### src/rtl/sd_dat_tx.sv
// SD DAT-line block transmitter: pops 32-bit words from the transmit buffer and
// frames them with start bit, per-line CRC16 and end bit in 1-bit or 4-bit mode.
module sd_dat_tx #(
    parameter int unsigned BlockLenWidth = 12
) (
    input  logic                     clk_i,
    input  logic                     rst_i,
    input  logic                     sd_clk_en_i,
    input  logic                     start_i,
    input  logic [BlockLenWidth-1:0] block_size_i,
    input  logic                     bus_width_4_i,
    input  logic [31:0]              front_data_i,
    input  logic                     empty_i,
    output logic                     pop_front_o,
    output logic [3:0]               dat_o,
    output logic [3:0]               dat_en_o,
    output logic                     busy_o,
    output logic                     done_o,
    output logic                     underrun_o
);

    typedef enum logic [2:0] {
        ST_IDLE,
        ST_ARMED,
        ST_START,
        ST_DATA,
        ST_CRC,
        ST_END
    } state_t;

    state_t                   state;
    logic                     bus4;
    logic [BlockLenWidth-3:0] word_cnt;
    logic [4:0]               bit_cnt;
    logic [3:0]               crc_cnt;
    logic [31:0]              shreg;
    logic [3:0][15:0]         crc;
    logic [3:0][15:0]         crc_upd;
    logic [3:0][15:0]         crc_shl;

    logic [31:0] stream;
    logic [31:0] src;
    logic [3:0]  unit;
    logic [3:0]  mask;
    logic [3:0]  crc_out;
    logic [4:0]  last_bit;
    logic        word_done;
    logic        need_load;
    logic        unused_size_bits;

    assign unused_size_bits = ^block_size_i[1:0];

    function automatic logic [15:0] crc16_step(input logic [15:0] c, input logic b);
        return {c[14:0], 1'b0} ^ ((c[15] ^ b) ? 16'h1021 : 16'h0000);
    endfunction

    // Byte-reverse so the stream goes out from bit 31 downward: byte 0 first, MSB first.
    assign stream    = {front_data_i[7:0], front_data_i[15:8], front_data_i[23:16], front_data_i[31:24]};
    assign last_bit  = bus4 ? 5'd7 : 5'd31;
    assign word_done = (bit_cnt == last_bit);
    assign need_load = (state == ST_START) || ((state == ST_DATA) && word_done && (word_cnt != '0));
    assign src       = need_load ? stream : shreg;
    assign unit      = bus4 ? src[31:28] : {3'b111, src[31]};
    assign mask      = bus4 ? 4'hF : 4'h1;
    assign crc_out   = bus4 ? {crc[3][15], crc[2][15], crc[1][15], crc[0][15]} : {3'b111, crc[0][15]};

    always_comb begin
        crc_upd    = '0;
        crc_shl    = '0;
        crc_upd[0] = crc16_step(crc[0], unit[0]);
        crc_upd[1] = crc16_step(crc[1], unit[1]);
        crc_upd[2] = crc16_step(crc[2], unit[2]);
        crc_upd[3] = crc16_step(crc[3], unit[3]);
        crc_shl[0] = {crc[0][14:0], 1'b0};
        crc_shl[1] = {crc[1][14:0], 1'b0};
        crc_shl[2] = {crc[2][14:0], 1'b0};
        crc_shl[3] = {crc[3][14:0], 1'b0};
    end

    always_ff @(posedge clk_i or posedge rst_i) begin
        if (rst_i) begin
            state       <= ST_IDLE;
            bus4        <= 1'b0;
            word_cnt    <= '0;
            bit_cnt     <= '0;
            crc_cnt     <= '0;
            shreg       <= '0;
            crc         <= '0;
            pop_front_o <= 1'b0;
            dat_o       <= 4'hF;
            dat_en_o    <= 4'h0;
            busy_o      <= 1'b0;
            done_o      <= 1'b0;
            underrun_o  <= 1'b0;
        end else begin
            pop_front_o <= 1'b0;
            done_o      <= 1'b0;
            underrun_o  <= 1'b0;
            case (state)
                ST_IDLE: begin
                    if (start_i && (block_size_i[BlockLenWidth-1:2] != '0)) begin
                        word_cnt <= block_size_i[BlockLenWidth-1:2];
                        bus4     <= bus_width_4_i;
                        busy_o   <= 1'b1;
                        state    <= ST_ARMED;
                    end
                end
                ST_ARMED: begin
                    if (sd_clk_en_i) begin
                        dat_o    <= bus4 ? 4'h0 : 4'hE;
                        dat_en_o <= mask;
                        crc      <= '0;
                        bit_cnt  <= '0;
                        crc_cnt  <= '0;
                        state    <= ST_START;
                    end
                end
                ST_START, ST_DATA: begin
                    if (sd_clk_en_i) begin
                        if (need_load && empty_i) begin
                            underrun_o <= 1'b1;
                            dat_o      <= 4'hF;
                            dat_en_o   <= 4'h0;
                            busy_o     <= 1'b0;
                            state      <= ST_IDLE;
                        end else if ((state == ST_DATA) && word_done && (word_cnt == '0)) begin
                            dat_o   <= crc_out;
                            crc     <= crc_shl;
                            crc_cnt <= '0;
                            state   <= ST_CRC;
                        end else begin
                            dat_o <= unit;
                            shreg <= bus4 ? {src[27:0], 4'h0} : {src[30:0], 1'b0};
                            crc   <= bus4 ? crc_upd : {crc[3:1], crc_upd[0]};
                            if (need_load) begin
                                word_cnt    <= word_cnt - 1'b1;
                                pop_front_o <= 1'b1;
                                bit_cnt     <= '0;
                                state       <= ST_DATA;
                            end else begin
                                bit_cnt <= bit_cnt + 5'd1;
                            end
                        end
                    end
                end
                ST_CRC: begin
                    if (sd_clk_en_i) begin
                        if (crc_cnt == 4'd15) begin
                            dat_o <= 4'hF;
                            state <= ST_END;
                        end else begin
                            dat_o   <= crc_out;
                            crc     <= crc_shl;
                            crc_cnt <= crc_cnt + 4'd1;
                        end
                    end
                end
                ST_END: begin
                    if (sd_clk_en_i) begin
                        dat_o    <= 4'hF;
                        dat_en_o <= 4'h0;
                        done_o   <= 1'b1;
                        busy_o   <= 1'b0;
                        state    <= ST_IDLE;
                    end
                end
                default: state <= ST_IDLE;
            endcase
        end
    end

endmodule

### config.mk
export PLATFORM = sky130hd
export DESIGN_NAME = sd_dat_tx
export DESIGN_NICKNAME = d
export VERILOG_FILES = /design/src/rtl/sd_dat_tx.sv
export SDC_FILE = /design/constraint.sdc
export NUM_CORES = 1
export LEC_CHECK = 0
export BUFFER_PORTS_ARGS = -buffer_cell sky130_fd_sc_hd__buf_2
export CAP_MARGIN = 20
export CORE_ASPECT_RATIO = 1.75
export CORE_MARGIN = 2
export CORE_UTILIZATION = 55
export DETAILED_ROUTE_END_ITERATION = 16
export PLACE_DENSITY = 0.83
export SLEW_MARGIN = 25
export SYNTH_ARGS = -nofsm -noshare
export SYNTH_HDL_FRONTEND = slang
export SYNTH_SLANG_ARGS = --single-unit
### constraint.sdc
create_clock -name clk_i -period 11.5 [get_ports clk_i]
set_clock_uncertainty 0.05 [all_clocks]
set_input_delay 0.575 -clock clk_i [delete_from_list [all_inputs] [get_ports clk_i]]
set_output_delay 0.575 -clock clk_i [all_outputs]
set_load 0.005 [all_outputs]
==> reports/results.txt <==
worst min path class: primary input to async pin
Routed WL: 15900 um
fmax: 0.273 GHz
P_int: 0.00119 W
Ys Warns: 0
CTS root buf: clkbuf_16
Max VDD drop: 141 uV
overall power: 0.00190 W
vias in the first global route: 5561
combinational power share: 0.361
cell type with the largest total area after synthesis: dfrtp_1
Worst-path clk slew: 0.06 ns
outcome: finished clean
Final setup violation count: 0
number of enable flip-flop cells after synthesis: 0
nets: 867
synthesized area: 0.00676 sq mm
simple-gate share of the synthesized area: 0.247
Synth Register Bits: 128
# DRC: 0
# placed instances: 957
Mapped Nets: 829
Seq pwr share: 0.354
Synth-to-Final Area Change: 14.6%
count leader, synth: nand2_1
Clock Power Share: 0.284
switching share of power: 0.374
gp weighted congestion: 0.835
max_slew headroom: 0.507
post-synthesis sequential area ratio: 0.475
Final Cycle Share: 0.318
Startpoint Class: register
layout cells sized above 1: 0.153
hold_buf cts: 0
top cells by area, synth: dfrtp_1 (46%), nand2_1 (13%), mux2i_1 (4.3%), nand3_1 (4.1%), mux4_2 (3.7%)
worst-margin pin slew: 0.734 ns
Finished Layout Cells: 988
combinational family with the most area after synthesis: simple AND/OR/NAND/NOR gates
Post-Syn Instances: 773
worst setup path startpoint: word_cnt[0]
die footprint: 0.0132 sq mm
postcts setup bufs: 0
R2R Path Start: word_cnt[0]
mux share of post-synthesis cell area: 0.0868
area of the core: 0.0120 sq mm
Critical Path AT: 3.95 ns
critical path's largest stage delay: 0.62 ns
Slowest cell on crit path: mux2i_1
synth unique cells: 61
worst path cell trace: inv_1 > ha_1 > or3b_1 > or3_1 > a21oi_4 > mux2i_1 > nor4b_1 > a21oi_1 > a32oi_1
effective utilization at floorplan: 0.563
top post-synthesis cells by count: nand2_1 (240), dfrtp_1 (124), nand3_1 (55), o21ai_0 (47), clkbuf_1 (36)
Starting DRT DRC Count: 442
Fin Setup TNS: 0 ns
initial antenna violation count: 2
Die Span X: 87.8 um
Avg WL per Cell: 16.1 um
WS Path Type: register to register
CTS tree: yes
RSZ-0062 raised after global routing: false
global-route wire length before repair: 26300 um
Worst setup EP type: register
CP max FO: 18
pwr dens: 245 mW/mm^2
htree depth: 4
register-to-register setup slack: 7.84 ns
All-Layer GR Usage: 0.253
Post-DP HPWL: 10200 um
Worst-Skew Late Latency: 0.43 ns
cell row count: 53
Leakage: 3.77 nW
post-synthesis xor/xnor area fraction: 0.00518
kind of cell adding the most delay to the critical path: simple AND/OR/NAND/NOR gates
max-slew violation count: 0
P_sw: 0.000710 W
Final Hold Violating Endpoints: 0
Compound-Gate Fraction of Synth Area: 0.133
max-cap violations: 0
CTS resizes: 0
Avg Cell Area, Syn: 8.74 sq um
post-synth top area share: 0.459
I/O Pins: 62
height of the die: 151 um
Post-DRT Antenna Nets: 0
Main synth FF type: dfrtp_1
Synth Area in Adders: 0.0111
gr ovfl total: 0
# clock sinks: 128
largest net degree at the start of global routing: 78
detailed-router iteration count before antenna repair: 9
WP buf/inv: 1
routed vias/inst: 5.89
port buffer count: 59
asr flop ratio synth: 1.00
DR vias: 5817
cts bufs inserted: 17
minimum clock period: 3.66 ns
Max Root-Sink Buffers: 2
Worst Path Required: 11.79 ns
[through the flow]
step	hold slack, ns	setup slack, ns	cell area (sq um)	util
after detailed placement	0.405	7.90	7150	0.596
after CTS	0.202	7.84	7730	0.644
final	0.178	7.84	7740	0.645
after floorplan	0.388	7.47	6760	-
after global placement	0.399	7.93	7150	0.596
after global routing	0.251	7.64	7740	0.645
[worst paths after layout]
check                             to  cells after the start
setup reg to reg              crc[5]                      9
hold reg to reg              crc[40]                      2
hold / removal               crc[35]                      2
setup / recovery              crc[5]                      9
min in group clk_i              bus4                      2
max in group asynchronous  shreg[22]                      3
[placed cells by master, fill, tap and decap left out, drive strengths merged, types with 6 or more instances in the layout]
cell type and count:
o22a 8, ha 6, nand3 55, o31ai 6, or3 7, and3 7, nor2 25, mux4 12
a32oi 7, nor3 19, inv 19, a31oi 8, o21ai 50, dfrtp 124, mux2i 29, buf 72
clkbuf 20, a21oi 24, nand2 240, o211ai 8
[worst reg2reg max path: cells and delay by family, from the launching register on]
kind            cells  cell delay, ns
compound gates      3            0.83
fa+ha+maj           1            0.18
buf+inv             1            0.08
flops               1            0.40
mux                 1            0.62
simple gates        3            1.41
[logic make-up after synthesis]
family / count (synthesis)
DFF: 128
and+or+nand+nor: 383
AOI/OAI and AO/OA: 138
muxes: 43
buffers and inverters: 71
adders and majority gates: 6
xor gates and xnor gates: 4
[state kept, by name, summed over array words and instances, names as in the netlist]
name	count
crc	64
shreg	31
word_cnt	10
bit_cnt	5
crc_cnt	4
dat_o	4
state	3
dat_en_o	2
bus4	1
busy_o	1
done_o	1
pop_front_o	1
underrun_o	1
[cell type report]
| type | count | area [sq um] |
|---|---|---|
| clock inverter | 10 | 138 |
| inverter | 18 | 70.1 |
| sequential | 128 | 3210 |
| fill | 956 | 4260 |
| tap | 165 | 206 |
| timing repair buffer | 72 | 397 |
| antenna | 1 | 2.50 |
| clock buffer | 20 | 447 |
| multi-input combinational | 574 | 3270 |
[power by group through the flow]
| stage | sequential, W | clock [W] | combinational [W] |
|---|---|---|---|
| 2_1_floorplan | 0.000642 | 0 | 0.000543 |
| 3_3_place_gp | 0.000669 | 0 | 0.000660 |
| 3_5_place_dp | 0.000677 | 0 | 0.000674 |
| 4_1_cts | 0.000671 | 0.000545 | 0.000682 |
| 5_1_grt | 0.000690 | 0.000565 | 0.000757 |
| 6_report | 0.000672 | 0.000539 | 0.000685 |
[routing by layer]
| metal | vias up | wire length (um) | track usage |
|---|---|---|---|
| li1 | 2767 | - | - |
| met2 | 170 | 8660 | 0.435 |
| met3 | 35 | 695 | 0.0510 |
| met5 | - | 0 | 0 |
| met1 | 2845 | 6180 | 0.305 |
| met4 | 0 | 321 | 0.106 |
No activity file was read; power rests on OpenSTA's default activity.
